File: src/rtl/arb_pkg.sv
// ---------------------------------------------------------------------------
// arb_pkg
// Shared types and helpers for the matrix arbiters.
//   arb_state_e : controller state (idle / burst locked)
//   onehot2bin  : one-hot (up to 32 bits) to binary index, 0 for all-zero
//   tri_idx     : position of matrix bit M[i][j] (i<j) in the flattened
//                 upper triangle, row-major
// ---------------------------------------------------------------------------
package arb_pkg;

    typedef enum logic {
        ARB_IDLE = 1'b0,
        ARB_LOCK = 1'b1
    } arb_state_e;

    // ORing the indices of set bits is exact for a one-hot input and costs
    // no priority chain.
    function automatic int unsigned onehot2bin(input logic [31:0] oh);
        int unsigned idx;
        idx = 0;
        for (int i = 0; i < 32; i++) begin
            if (((oh >> i) & 32'd1) != 32'd0) begin
                idx = idx | unsigned'(i);
            end
        end
        return idx;
    endfunction

    function automatic int tri_idx(input int i, input int j, input int width);
        return i * width - (i * (i + 1)) / 2 + (j - i - 1);
    endfunction

endpackage

File: src/rtl/arb_matrix_pick.sv
// ---------------------------------------------------------------------------
// arb_matrix_pick
// Purely combinational matrix-arbiter pick. A requester wins when it is
// valid and beats every other valid requester.
//   req_vld_i : per-requester request
//   m_tri_i   : upper triangle of the priority matrix, bit tri_idx(i,j)
//               set means i beats j (j beats i is its complement)
//   win_o     : one-hot winner, zero when nobody requests
// ---------------------------------------------------------------------------
module arb_matrix_pick
    import arb_pkg::*;
#(
    parameter  int WIDTH = 4,
    localparam int NPAIR = WIDTH * (WIDTH - 1) / 2
) (
    input  logic [WIDTH-1:0] req_vld_i,
    input  logic [NPAIR-1:0] m_tri_i,
    output logic [WIDTH-1:0] win_o
);

    // Full matrix rebuilt from the triangle; row i, bit j = "i beats j".
    logic [WIDTH*WIDTH-1:0] beats;

    for (genvar i = 0; i < WIDTH; i++) begin : g_row
        for (genvar j = 0; j < WIDTH; j++) begin : g_col
            if (i < j) begin : g_upper
                assign beats[i*WIDTH+j] = m_tri_i[tri_idx(i, j, WIDTH)];
            end else if (i > j) begin : g_lower
                assign beats[i*WIDTH+j] = ~m_tri_i[tri_idx(j, i, WIDTH)];
            end else begin : g_diag
                // Self-comparison never blocks.
                assign beats[i*WIDTH+j] = 1'b1;
            end
        end
        assign win_o[i] = req_vld_i[i] & (&(~req_vld_i | beats[i*WIDTH +: WIDTH]));
    end

endmodule

File: src/rtl/arb_matrix_lru_ctrl.sv
// ---------------------------------------------------------------------------
// arb_matrix_lru_ctrl
// Least-recently-granted matrix arbiter with burst locking and a burst-length
// watchdog, in front of one valid/ready channel. WIDTH must be 2..32.
//   clk, rst_n  : clock, synchronous active-low reset
//   req_vld     : per-requester beat valid
//   req_last    : per-requester last-beat flag (qualified by req_vld)
//   out_rdy     : downstream ready
//   out_vld     : downstream valid (= |gnt, never depends on out_rdy)
//   out_last    : req_last of the granted requester
//   gnt/gnt_idx : one-hot grant and its binary index (0 when no grant)
//   locked      : burst in progress, owner fixed
//   burst_trunc : one-cycle pulse after a burst hit MAX_BURST beats
// ---------------------------------------------------------------------------
module arb_matrix_lru_ctrl
    import arb_pkg::*;
#(
    parameter  int WIDTH     = 4,
    parameter  int MAX_BURST = 16,
    localparam int IDX_W     = $clog2(WIDTH),
    localparam int CNT_W     = $clog2(MAX_BURST + 1)
) (
    input  logic             clk,
    input  logic             rst_n,
    input  logic [WIDTH-1:0] req_vld,
    input  logic [WIDTH-1:0] req_last,
    input  logic             out_rdy,
    output logic             out_vld,
    output logic             out_last,
    output logic [WIDTH-1:0] gnt,
    output logic [IDX_W-1:0] gnt_idx,
    output logic             locked,
    output logic             burst_trunc
);

    localparam int               NPAIR    = WIDTH * (WIDTH - 1) / 2;
    localparam logic [CNT_W-1:0] CNT_LAST = CNT_W'(MAX_BURST - 1);

    arb_state_e       state_q, state_d;
    logic [IDX_W-1:0] owner_q, owner_d;
    logic [CNT_W-1:0] cnt_q,   cnt_d;
    logic [NPAIR-1:0] m_q,     m_d;
    logic             trunc_q, trunc_d;

    logic [NPAIR-1:0] m_upd;
    logic [WIDTH-1:0] win;
    logic [WIDTH-1:0] gnt_raw;
    logic [IDX_W-1:0] idx_raw;
    logic             last_raw;
    logic             fire;

    arb_matrix_pick #(.WIDTH(WIDTH)) u_pick (
        .req_vld_i (req_vld),
        .m_tri_i   (m_q),
        .win_o     (win)
    );

    // Demote the current grantee: it loses to everyone, all other pairs keep
    // their relative order.
    for (genvar i = 0; i < WIDTH; i++) begin : g_upd_row
        for (genvar j = i + 1; j < WIDTH; j++) begin : g_upd_col
            localparam int K = tri_idx(i, j, WIDTH);
            assign m_upd[K] = (idx_raw == IDX_W'(i)) ? 1'b0 :
                              (idx_raw == IDX_W'(j)) ? 1'b1 : m_q[K];
        end
    end

    // State register
    // NOTE: sequential state uses non-blocking assignments so every flop
    // samples the pre-edge values of the others, independent of block order.
    // The matrix is a handful of flops, not a RAM, so it is reset along with
    // the FSM to give a defined priority order out of reset.
    always_ff @(posedge clk) begin
        if (!rst_n) begin
            state_q <= ARB_IDLE;
            owner_q <= '0;
            cnt_q   <= '0;
            m_q     <= '1;
            trunc_q <= 1'b0;
        end else begin
            state_q <= state_d;
            owner_q <= owner_d;
            cnt_q   <= cnt_d;
            m_q     <= m_d;
            trunc_q <= trunc_d;
        end
    end

    // Next-state logic
    // NOTE: every variable gets a default before the case so no path leaves
    // it unassigned, which would otherwise infer a latch.
    always_comb begin
        state_d = state_q;
        owner_d = owner_q;
        cnt_d   = cnt_q;
        m_d     = m_q;
        trunc_d = 1'b0;
        unique case (state_q)
            ARB_IDLE: begin
                if (fire) begin
                    if (last_raw || (MAX_BURST == 1)) begin
                        // A non-last single beat can only reach here when
                        // bursts are capped at one beat: that is a truncation.
                        m_d     = m_upd;
                        trunc_d = ~last_raw;
                    end else begin
                        state_d = ARB_LOCK;
                        owner_d = idx_raw;
                        cnt_d   = CNT_W'(1);
                    end
                end
            end
            ARB_LOCK: begin
                if (fire) begin
                    if (last_raw) begin
                        state_d = ARB_IDLE;
                        m_d     = m_upd;
                    end else if (cnt_q == CNT_LAST) begin
                        state_d = ARB_IDLE;
                        m_d     = m_upd;
                        trunc_d = 1'b1;
                    end else begin
                        cnt_d = cnt_q + CNT_W'(1);
                    end
                end
            end
            default: state_d = ARB_IDLE;
        endcase
    end

    // Output logic; all outputs are held low while reset is asserted.
    always_comb begin
        if (state_q == ARB_LOCK) begin
            // Owner keeps the channel; a dropped request stalls, never reassigns.
            gnt_raw = (WIDTH'(1) << owner_q) & req_vld;
        end else begin
            gnt_raw = win;
        end
        idx_raw  = IDX_W'(onehot2bin(32'(gnt_raw)));
        last_raw = |(gnt_raw & req_last);
        fire     = (|gnt_raw) & out_rdy;

        gnt         = rst_n ? gnt_raw : '0;
        gnt_idx     = rst_n ? idx_raw : '0;
        out_vld     = rst_n & (|gnt_raw);
        out_last    = rst_n & last_raw;
        locked      = rst_n & (state_q == ARB_LOCK);
        burst_trunc = rst_n & trunc_q;
    end

endmodule

File: config.mk
export PLATFORM = sky130hd
export DESIGN_NAME = arb_matrix_lru_ctrl
export DESIGN_NICKNAME = d
export VERILOG_FILES = /design/src/rtl/arb_pkg.sv /design/src/rtl/arb_matrix_pick.sv /design/src/rtl/arb_matrix_lru_ctrl.sv
export SDC_FILE = /design/constraint.sdc
export NUM_CORES = 1
export LEC_CHECK = 0
export ABC_CLOCK_PERIOD_IN_PS = 2000
export BUFFER_PORTS_ARGS = -buffer_cell sky130_fd_sc_hd__buf_4
export CAP_MARGIN = 5
export CORE_UTILIZATION = 35
export CTS_CLUSTER_SIZE = 14
export DETAILED_ROUTE_END_ITERATION = 8
export PLACE_DENSITY = 0.6
export SYNTH_ARGS = -nofsm -noshare
export SYNTH_HDL_FRONTEND = slang
export SYNTH_SLANG_ARGS = --single-unit
File: constraint.sdc
create_clock -name clk -period 2 [get_ports clk]
set_input_delay 0.4 -clock clk [delete_from_list [all_inputs] [get_ports clk]]
set_output_delay 0.4 -clock clk [all_outputs]
set_load 0.02 [all_outputs]
======== Word-level counts from Yosys, hierarchy flattened ========
Cells that the tools add are included.
cells by class
  equality and inequality tests ........... 11
  reductions and logical operators ........ 10
  bitwise gates (word level) .............. 24
  muxes and demuxes ....................... 42
  add/sub/neg operators ................... 1
  shifts and indexed selects .............. 1
operators with widths
  cell                                                 count
  2-to-1 mux 6 bit                                     5
  2-to-1 mux 5 bit                                     5
  2-to-1 mux 1 bit                                     23
  AND reduction 4 bit                                  5
  OR 4 bit                                             4
  case mux 6 bit (2 select lines)                      1
  != test 2 bit, second input constant                 5
  case mux 5 bit (2 select lines)                      1
  bitwise AND 1 bit                                    9
  bitwise AND 4 bit                                    2
  2-to-1 mux 4 bit                                     2
  NOT 1 bit                                            8
  OR reduction 4 bit                                   2
  2-to-1 mux 2 bit                                     3
  adder 5 x 1 -> 5 bit, second input constant          1
  equality test 5 x 4 -> 1 bit, second input constant  1
  AND reduction 5 bit                                  1
  equality test 2 bit, second input constant           2
  NOT 4 bit                                            1
  case mux 1 bit (2 select lines)                      2
  << shifter 1 x 2 -> 4 bit, first input constant      1
  != test 3 x 1 -> 1 bit, second input constant        1
  AND reduction 3 bit                                  1
  equality test 2 x 1 -> 1 bit, second input constant  1
  2 further kinds                                      2
word-level totals
  register bits ........................... 15
  logic and storage cells ................. 94
  output and inout port bits .............. 10

======== Logic depth before layout (Yosys ltp) ========
Gate-level depths: netlist of run 1.
  word-level depth ........................ 15
  depth in mapped cells ................... 8
  mapped depth without buffers ............ 7

======== By module ========
A second synthesis of run 1 with hierarchy kept.
second synthesis, totals
  cells, all modules ...................... 119
  area, all modules ....................... 1094.8 sq um
modules (own cells, without submodules)
  module               area an instance (sq um)  cells an instance  times used  sequential area each (sq um)
  arb_matrix_lru_ctrl  1003.5                    106                1           300.3
  arb_matrix_pick      91.3                      13                 1           0.0

======== Worst setup path after synthesis of run 1 ========
OpenSTA, ideal clock, no wires.
  path kind ............................... input port to output port
  from .................................... input req_vld[1]
  to ...................................... output out_last
  buffers on the path ..................... 0
  stages .................................. 4
  arrival time ............................ 1.756 ns
  required time ........................... 1.600 ns
  setup slack ............................. -0.156 ns
  path through ............................ a22o_1 > o41ai_4 > a22oi_2 > a31oi_1
on the way
  word-level cells in the longest chain between the ends .. 8
  elaborated cells between the ends (all ways) .. 18
ends and longest elaborated chain
  item                  RTL line                    RTL
  start, declared       arb_matrix_lru_ctrl.sv:25   input logic [WIDTH-1:0] req_vld,
  NOT 4 bit             arb_matrix_pick.sv:35       assign win_o[i] = req_vld_i[i] & (&(~req_vld_i | beats[i*WIDTH +: WIDTH]));
  OR 4 bit              arb_matrix_pick.sv:35
  AND reduction 4 bit   arb_matrix_pick.sv:35
  bitwise AND 1 bit     arb_matrix_pick.sv:35
  2-to-1 mux 4 bit *    arb_matrix_lru_ctrl.sv:133  if (state_q == ARB_LOCK) begin
  bitwise AND 4 bit *   arb_matrix_lru_ctrl.sv:140  last_raw = |(gnt_raw & req_last);
  OR reduction 4 bit *  arb_matrix_lru_ctrl.sv:140
  bitwise AND 1 bit *   arb_matrix_lru_ctrl.sv:146  out_last = rst_n & last_raw;
  end, declared         arb_matrix_lru_ctrl.sv:29   output logic out_last,
Mark *: on every way between the ends. The rest lies on a longest branch, timed or not.

======== Worst setup path in the final report of run 1 ========
  from .................................... register m_q[3]
  to ...................................... output out_last
on the way
  word-level cells in the longest chain between the ends .. 8
  elaborated cells between the ends (all ways) .. 11
ends and longest elaborated chain
  item                    RTL line                    RTL
  start, declared         arb_matrix_lru_ctrl.sv:42   logic [NPAIR-1:0] m_q, m_d;
  start signal, assigned  arb_matrix_lru_ctrl.sv:84   m_q <= m_d;
  NOT 1 bit               arb_matrix_pick.sv:29       assign beats[i*WIDTH+j] = ~m_tri_i[tri_idx(j, i, WIDTH)];
  OR 4 bit                arb_matrix_pick.sv:35
  AND reduction 4 bit     arb_matrix_pick.sv:35
  bitwise AND 1 bit       arb_matrix_pick.sv:35
  2-to-1 mux 4 bit *      arb_matrix_lru_ctrl.sv:133
  bitwise AND 4 bit *     arb_matrix_lru_ctrl.sv:140
  OR reduction 4 bit *    arb_matrix_lru_ctrl.sv:140
  bitwise AND 1 bit *     arb_matrix_lru_ctrl.sv:146
Marks and branches as above.

==> results.md, run 1 <==
* Most crowded layer after global routing: met2
* Clk_skew at 0.00426 ns
* Vias at 1026
* Synth Instances at 118
* Via density at 5.23
* Root buf cell: clkbuf_4
* GR Overflow Total at 0
* Met3 usage at 0.0601
* Initial Util at 0.384
* Post-synth EDFFs at 0
* Fin. Hold Viols at 0
* Failing checks: setup timing
* Max Fanout on Critical Path at 5
* Crit Reg-Reg Startpoint: m_q[3]
* CTS Hold Buffers Added at 0
* Cell area after layout at 1510 um^2
* Leading area contributor after synthesis: dfxtp_1
* Global-route wire length before repair at 3980 um
* Syn-to-layout area delta at 53.4%
* Worst slew pin tran at 0.378 ns
* CTS tree: yes
* Critical path class: flop to output pin
* Nets at 180
* Async set-reset flop share out of synthesis at 0
* DP HPWL at 2050 um
* Syn Std Cell Area at 985 um^2
* Crit-path max cell delay at 0.35 ns
* Die X at 55.0 um
* Largest net degree at the start of global routing at 17
* Starting DRT DRC Count at 18
* Detailed Routing Iterations Pass 1 at 4
* Post-route DRC at 0
* Outcome: finished with violations
* Yosys warning total at 0
* Final min period at 2.15 ns
* # H-tree levels at 1
* Drt total wl at 2850 um
* Routed wire per std cell at 14.5 um
* Crit start category: flop
* Slew HR at 0.748
* Port bufs at 20
* Io pins at 21
* Cells along the critical path: a22o_1 > o41ai_4 > a22oi_2 > buf_4 > a31oi_2 > buf_4
* Share of the synthesized area in the top cell type at 0.305
* Net Count, Synth at 131
* Worst Path Required at 1.60 ns
* Fin Setup TNS at -0.819 ns
* Antenna cells at 0
* Slew Viols, Final at 0
* GRT met2 Usage at 0.351
* P_leak at 0.687 nW
* Largest delay share family, worst path: compound AO/OA/AOI/OAI gates
* RSZ-0062 raised after global routing: yes
* Finished Core Util at 0.588
* Worst Hold Launch: rst_n
* Seq cells post-synth at 15
* Rows at 18
* Largest cells by area after synthesis: dfxtp_1 (30%), nand2_1 (5.3%), and2_1 (3.8%)
* DRT antenna net count at 0
* Ratio of cells with drive above 1 in the final layout at 0.458
* Post-synthesis sequential area ratio at 0.305
* Initial antenna violation count at 0
* Die area at 3030 um^2
* Crit path top cell by count: buf_4
* Routability Congestion at 0.788
* Worst-Skew Late Latency at 0.28 ns
* Worst setup path start: m_q[3]
* Met1 Track Usage GR at 0.197
* CP max stage cell: dfxtp_2
* Clock sink count at 15
* Vias in the first global route at 940
* Syn_area_per_cell at 8.34 um^2
* Most used DFF post-synth: dfxtp_1
* Final worst slack at -0.153 ns
* Total of max-cap violations at 0
* Clock-pin transition on the worst setup and hold timing paths at 0.10 ns
* CP arrival at 1.75 ns
* Clock Path Buffers at 2
* Die H at 55.0 um
* Num CTS Buffers at 3
* Core area at 2570 um^2
* Worst path bufs/invs at 2
* Yosys cell types at 44
* Max Freq at 464 MHz
* Hold crit path type: primary input to flop
* Pwr Density at 676 nW/um^2
* Most numerous cell in the Yosys netlist: dfxtp_1
* Final period util at 1.08
* Crit end category: output pin
* Peak supply drop at 0.000494 V
* Synth top cells by count: dfxtp_1 (15), nand2_1 (14), inv_1 (9), nor2_1 (8)
* All-Layer GR Usage at 0.189
* Setup violators final at 10
* Post-DP Area at 1310 um^2
-- layer usage --
metal / part of all wire / up-vias
met2: 0.53 / 12
met1: 0.43 / 486
met3: 0.033 / 2
met4: 0.0053 / 0
li1: - / 526
met5: 0 / -
-- power breakdown --
group / internal (mW) / switching, mW
Clock: 0.0742 / 0.106
Combinational: 0.263 / 0.223
Sequential: 0.328 / 0.0273
-- through the flow --
step | cells | total power, mW | setup slack (ns) | hold WS [ns]
2_1_floorplan | 118 | 0.569 | -0.00801 | 0.435
3_3_place_gp | 184 | 0.726 | -0.0800 | 0.446
3_5_place_dp | 184 | 0.732 | -0.148 | 0.453
4_1_cts | 192 | 0.999 | -0.180 | 0.414
5_1_grt | 196 | 1.08 | -0.249 | 0.411
6_report | 196 | 1.02 | -0.153 | 0.421
-- cell families (layout without fill, tap and decap cells) --
logic type      Yosys count  after routing  share of synthesized area
compound gates           26             26                      0.245
fa+ha+maj                 2              2                     0.0254
simple gates             57             57                      0.318
flops                    15             15                      0.305
buf+inv                  14             62                     0.0648
mux                       4              4                     0.0419
-- cell usage in the layout (no fill, tap or decap), types with 2 or more instances in the layout --
cell,instances
or4_1,2
buf_4,37
inv_2,2
nand2_2,2
and3_1,2
a41o_1,2
inv_1,7
and2_1,5
dfxtp_1,12
ha_1,2
nor2b_1,3
clkbuf_4,3
dfxtp_2,2
nand3_1,6
o31ai_1,2
mux2i_1,3
nor2_1,7
buf_6,11
a21oi_1,2
o21a_1,2
o211ai_1,3
nand2_1,12
nand2b_1,5
-- path summary, 6_finish.rpt --
path | slack [ns] | end | depth (start not counted)
setup / recovery | -0.15 | out_last | 6
setup reg to reg | -0.09 | cnt_q[2] | 8
hold / removal | 0.42 | flop | 2
hold reg to reg | 0.47 | cnt_q[4] | 2
-- timing repair --
item	in CTS	in global routing
setup endpoints to repair	20	20
setup buffers	4	4
pin swaps	8	7
resized for setup	25	7
-- cell type report --
type | count | area (um^2)
flip-flops and latches | 15 | 307
repair buffers | 49 | 422
clock buffers | 3 | 22.5
well taps | 30 | 37.5
clock inverters | 1 | 5.00
inverters | 9 | 33.8
fillers | 244 | 1060
multi-input cells | 89 | 683
(Power assumes the default switching activity.)
==> inputs of run 2 (changes only) <==
--- a/config.mk
+++ b/config.mk
@@ -8,10 +8,14 @@
 export ABC_CLOCK_PERIOD_IN_PS = 2000
 export BUFFER_PORTS_ARGS = -buffer_cell sky130_fd_sc_hd__buf_4
 export CAP_MARGIN = 5
+export CELL_PAD_IN_SITES_DETAIL_PLACEMENT = 0
+export CELL_PAD_IN_SITES_GLOBAL_PLACEMENT = 1
 export CORE_UTILIZATION = 35
 export CTS_CLUSTER_SIZE = 14
 export DETAILED_ROUTE_END_ITERATION = 8
-export PLACE_DENSITY = 0.6
+export MAX_ROUTING_LAYER = met4
+export PLACE_DENSITY = 0.77
+export RECOVER_POWER = 100
 export SYNTH_ARGS = -nofsm -noshare
 export SYNTH_HDL_FRONTEND = slang
 export SYNTH_SLANG_ARGS = --single-unit
==> results.md, run 2 (same netlist as run 1, synthesis figures left out) <==
* DRT antenna net count at 0
* Slew HR at 0.751
* Clk_skew at 0.00290 ns
* Slew Viols, Final at 0
* Worst Hold Launch: rst_n
* CTS tree: yes
* Io pins at 21
* DP HPWL at 1980 um
* Failing checks: setup timing
* Max Freq at 453 MHz
* Peak supply drop at 0.000374 V
* Global-route wire length before repair at 4310 um
* Worst setup path start: owner_q[1]
* Crit start category: flop
* Pwr Density at 668 nW/um^2
* Cell area after layout at 1530 um^2
* Largest net degree at the start of global routing at 17
* # H-tree levels at 1
* Vias in the first global route at 1013
* Crit Reg-Reg Startpoint: state_q
* Routed wire per std cell at 13.9 um
* Commonest non-fill, non-tap cells in the layout: buf_4 (43), nand2_1 (12), dfxtp_1 (12), inv_1 (9), buf_6 (9)
* Clock sink count at 15
* Final min period at 2.21 ns
* Worst slew pin tran at 0.374 ns
* Filler cells at 235
* RSZ-0062 raised after global routing: yes
* P_leak at 0.700 nW
* Ratio of cells with drive above 1 in the final layout at 0.453
* Critical path class: flop to output pin
* Clock-pin transition on the worst setup and hold timing paths at 0.09 ns
* Post-DP Area at 1310 um^2
* GR Overflow Total at 0
* Port bufs at 20
* Commonest non-fill, non-tap cell in the layout: buf_4
* Worst Path Required at 1.60 ns
* Die X at 55.0 um
* Die H at 55.0 um
* Initial antenna violation count at 0
* Syn-to-layout area delta at 55.8%
* Vias at 1090
* Worst-Skew Late Latency at 0.30 ns
* Die area at 3030 um^2
* CTS Hold Buffers Added at 0
* Fin. Hold Viols at 0
* Rows at 18
* Drt total wl at 2810 um
* Final worst slack at -0.206 ns
* Num CTS Buffers at 3
* Max Fanout on Critical Path at 5
* Setup violators final at 19
* Finished Core Util at 0.597
* Crit end category: output pin
* Hold crit path type: primary input to flop
* Starting DRT DRC Count at 15
* Antenna cells at 0
* All-Layer GR Usage at 0.212
* Total of max-cap violations at 0
* Via density at 5.40
* Initial Util at 0.384
* Root buf cell: clkbuf_4
* Core area at 2570 um^2
* Outcome: finished with violations
* Clock Path Buffers at 2
* Post-route DRC at 0
* Final period util at 1.10
* CP arrival at 1.81 ns
* Detailed Routing Iterations Pass 1 at 4
* Routability Congestion at 0.733
* Nets at 186
[run 2: changes by cell type in the layout (fill, tap and decap cells not counted), moves of 2 or more]
cell and delta:
buf_4 +6, inv_1 +2, clkbuf_1 +2, buf_6 -2, inv_2 -2
[run 2: worst paths after layout]
kind	to	slack, ns	cells past startpoint
worst min register to register	cnt_q[4]	0.47	2
worst min-delay path	flop	0.40	2
worst max register to register	cnt_q[2]	-0.11	10
worst max-delay path	gnt_idx[0]	-0.21	7
[run 2: final cells by class]
cell class              instances  area (um^2)  share of cell area
clock buffers                   3         22.5              0.0147
clock inverters                 1         5.00             0.00326
inverters                       9         33.8              0.0220
multi-input cells              90          697               0.454
flip-flops and latches         15          307               0.200
well taps                      30         37.5              0.0245
repair buffers                 54          432               0.281
[run 2: what timing repair did]
item                                   4_1_cts  5_1_grt
resized for setup                           19        8
endpoints found under the hold margin        0        0
buffers inserted                             9        5
pin swaps                                   10        9
cloned                                       1        0
setup endpoints to repair                   22       23
[run 2: per-layer routing]
metal,global-route usage,vias up,share of wire
met1,0.216,516,0.43
met2,0.388,22,0.52
met3,0.0519,6,0.038
met5,-,-,0
met4,0.0833,0,0.016
li1,-,546,-
[run 2: worst max-delay path, cell delays in order (launching register included)]
cell     delay (ns)
dfxtp_2        0.37
and4b_1        0.19
a41o_1         0.26
or2_4          0.29
buf_4          0.13
nand2_1        0.07
inv_1          0.04
buf_4          0.15
[run 2: per-stage QoR]
step | cells | hold WS, ns | total power [mW] | worst slack (ns) | TNS [ns]
2_1_floorplan | 118 | 0.435 | 0.569 | -0.00801 | -0.00801
3_3_place_gp | 184 | 0.445 | 0.729 | -0.125 | -1.23
3_5_place_dp | 184 | 0.458 | 0.735 | -0.175 | -1.53
4_1_cts | 198 | 0.396 | 0.997 | -0.193 | -1.12
5_1_grt | 202 | 0.404 | 1.08 | -0.277 | -3.35
6_report | 202 | 0.398 | 1.02 | -0.206 | -1.69
[run 2: report_power, final]
group / switching, mW / leakage (nW) / internal [mW]
clock network: 0.110 / 0.0177 / 0.0746
logic: 0.222 / 0.559 / 0.259
registers: 0.0302 / 0.123 / 0.328
total: 0.363 / 0.700 / 0.662
==> inputs of run 3 (changes only) <==
--- a/config.mk
+++ b/config.mk
@@ -5,16 +5,17 @@
 export SDC_FILE = /design/constraint.sdc
 export NUM_CORES = 1
 export LEC_CHECK = 0
+export ABC_AREA = 1
 export ABC_CLOCK_PERIOD_IN_PS = 2000
 export BUFFER_PORTS_ARGS = -buffer_cell sky130_fd_sc_hd__buf_4
 export CAP_MARGIN = 5
 export CELL_PAD_IN_SITES_DETAIL_PLACEMENT = 0
 export CELL_PAD_IN_SITES_GLOBAL_PLACEMENT = 1
-export CORE_UTILIZATION = 35
+export CORE_UTILIZATION = 33
 export CTS_CLUSTER_SIZE = 14
 export DETAILED_ROUTE_END_ITERATION = 8
 export MAX_ROUTING_LAYER = met4
-export PLACE_DENSITY = 0.77
+export PLACE_DENSITY = 0.76
 export RECOVER_POWER = 100
 export SYNTH_ARGS = -nofsm -noshare
 export SYNTH_HDL_FRONTEND = slang
==> results.md, run 3 <==
* Outcome: finished, final reports clean
* Setup violators final at 0
* Most used DFF post-synth: dfxtp_1
* Worst Hold Launch: rst_n
* Leading area contributor after synthesis: dfxtp_1
* Die X at 58.6 um
* Syn_area_per_cell at 6.44 um^2
* Clock Path Buffers at 2
* Hold crit path type: primary input to flop
* Clock sink count at 15
* Clock-pin transition on the worst setup and hold timing paths at 0.10 ns
* Worst Path Required at 1.60 ns
* Starting DRT DRC Count at 39
* Cells along the critical path: buf_4 > a21boi_4 > nand3_1 > nand2_2 > nor2_4 > nor2_1 > buf_4
* RSZ-0062 raised after global routing: no
* WL met3 at 85 um
* DP HPWL at 2050 um
* Crit end category: output pin
* CP arrival at 1.53 ns
* Post-DP Area at 1240 um^2
* Pwr Density at 750 nW/um^2
* Final period util at 0.966
* Fin Setup TNS at 0 ns
* Final worst slack at 0.0687 ns
* Num CTS Buffers at 3
* Vias in the first global route at 1021
* Global-route wire length before repair at 4580 um
* Largest delay share family, worst path: flip-flops
* Io pins at 21
* Nets at 203
* Cell area after layout at 1320 um^2
* Initial antenna violation count at 0
* Commonest non-fill, non-tap cell in the layout: nand2_1
* Ratio of cells with drive above 1 in the final layout at 0.291
* Antenna cells at 0
* CTS tree: yes
* Commonest non-fill, non-tap cells in the layout: nand2_1 (46), nand3_1 (23), buf_4 (19), nor2_1 (18), inv_1 (14)
* Initial Util at 0.346
* CP max stage cell: dfxtp_4
* Most numerous cell in the Yosys netlist: nand2_1
* Vias at 1104
* Die H at 58.6 um
* Yosys cell types at 30
* Syn Std Cell Area at 1060 um^2
* Synth Instances at 164
* Post-synth EDFFs at 0
* Slew Viols, Final at 0
* Syn-to-layout area delta at 25.4%
* Async set-reset flop share out of synthesis at 0
* Placement Setup Slack at 0.169 ns
* GR Overflow Total at 0
* Worst slew pin tran at 0.389 ns
* Drt total wl at 2710 um
* M1 WL at 1390 um
* Final min period at 1.93 ns
* Die area at 3430 um^2
* Crit-path max cell delay at 0.37 ns
* Post-synthesis sequential area ratio at 0.284
* All-Layer GR Usage at 0.183
* R2R Setup Slk at 0.22 ns
* Detailed Routing Iterations Pass 1 at 4
* P_leak at 0.694 nW
* Root buf cell: clkbuf_4
* Share of the synthesized area in the top cell type at 0.284
* Crit path top cell by count: buf_4
* Via density at 4.74
* Port bufs at 20
* Critical path class: flop to output pin
* Largest cells by area after synthesis: dfxtp_1 (28%), nand2_1 (18%), nand3_1 (10%)
* Worst-Skew Late Latency at 0.28 ns
* Total of max-cap violations at 0
* Rows at 20
* Max Fanout on Critical Path at 5
* Clk_skew at 0.0119 ns
* Crit start category: flop
* Worst setup path start: state_q
* Crit Reg-Reg Startpoint: state_q
* Routability Congestion at 0.864
* Worst path bufs/invs at 2
* Post-route DRC at 0
* Core area at 3050 um^2
* Synth top cells by count: nand2_1 (50), nand3_1 (22), nor2_1 (19), inv_1 (16), dfxtp_1 (15)
* # H-tree levels at 1
* CTS Hold Buffers Added at 0
* Peak supply drop at 0.000283 V
* Max Freq at 518 MHz
* Slew HR at 0.740
* Net Count, Synth at 177
* DRT antenna net count at 0
* Seq cells post-synth at 15
* Met2 Routed Length at 1200 um
* Largest net degree at the start of global routing at 17
* Routed wire per std cell at 11.6 um
* Max Used Layer: met4
* Yosys warning total at 0
* Fin. Hold Viols at 0
==> run 3: cell count changes in the layout (fill, tap and decap cells not counted), sizes merged, moves of 4 or more <==
cell	previous run	this run
and2	6	0
nand2b	5	0
inv	9	19
clkbuf	5	9
nand3	6	23
buf	52	20
nand2	14	56
nor2	9	23
==> run 3: worst paths after layout <==
check | to | depth (start not counted)
setup / recovery | out_last | 7
hold / removal | flop | 2
setup reg to reg | owner_q[0] | 11
hold reg to reg | flop | 2
==> run 3: logic make-up (layout without fill, tap and decap cells) <==
kind of cell	count (synthesis)	count (layout)	synth area share
compound gates	11	11	0.0770
xor+xnor	1	1	0.00830
fa+ha+maj	2	2	0.0237
buf+inv	24	49	0.109
flops	15	15	0.284
simple gates	111	111	0.498
==> run 3: worst register-to-register path: stages, from the launching register on <==
cell      delay [ns]
dfxtp_4         0.37
buf_4           0.17
a21boi_2        0.18
nand2_1         0.12
nand2_2         0.10
nor2_4          0.04
buf_4           0.14
nor2_8          0.19
nand3_1         0.18
nand2_1         0.10
nand2_1         0.05
nor2_1          0.07
==> run 3: area by class of cell <==
type | count | area (um^2)
Fill cell | 351 | 1730
Multi-Input combinational cell | 125 | 687
Sequential cell | 15 | 310
Timing Repair Buffer | 25 | 168
Inverter | 20 | 77.6
Tap cell | 44 | 55.1
Clock buffer | 4 | 26.3
==> run 3: stage by stage <==
stage	utilization	std cells	total power, mW	hold slack, ns
CTS	0.420	230	0.971	0.392
detailed placement	0.406	226	0.777	0.495
floorplan	-	164	0.678	0.449
global placement	0.406	226	0.775	0.474
finish	0.434	233	0.992	0.409
global route	0.434	233	1.07	0.406
==> run 3: per-layer routing <==
layer / vias up / track usage
met5: - / -
met3: 4 / 0.0286
met2: 19 / 0.255
met4: 0 / 0.0918
met1: 510 / 0.254
li1: 571 / -
==> run 3: repair_timing <==
action,in CTS,in global routing
buffers inserted,0,3
pin swaps,0,6
gates resized for setup,5,17
setup endpoints to repair,3,4
==> run 3: where the power goes <==
group,total [mW],internal (mW),switching [mW]
registers,0.371,0.337,0.0335
clock network,0.175,0.0774,0.0972
logic,0.447,0.161,0.286
total,0.992,0.575,0.417
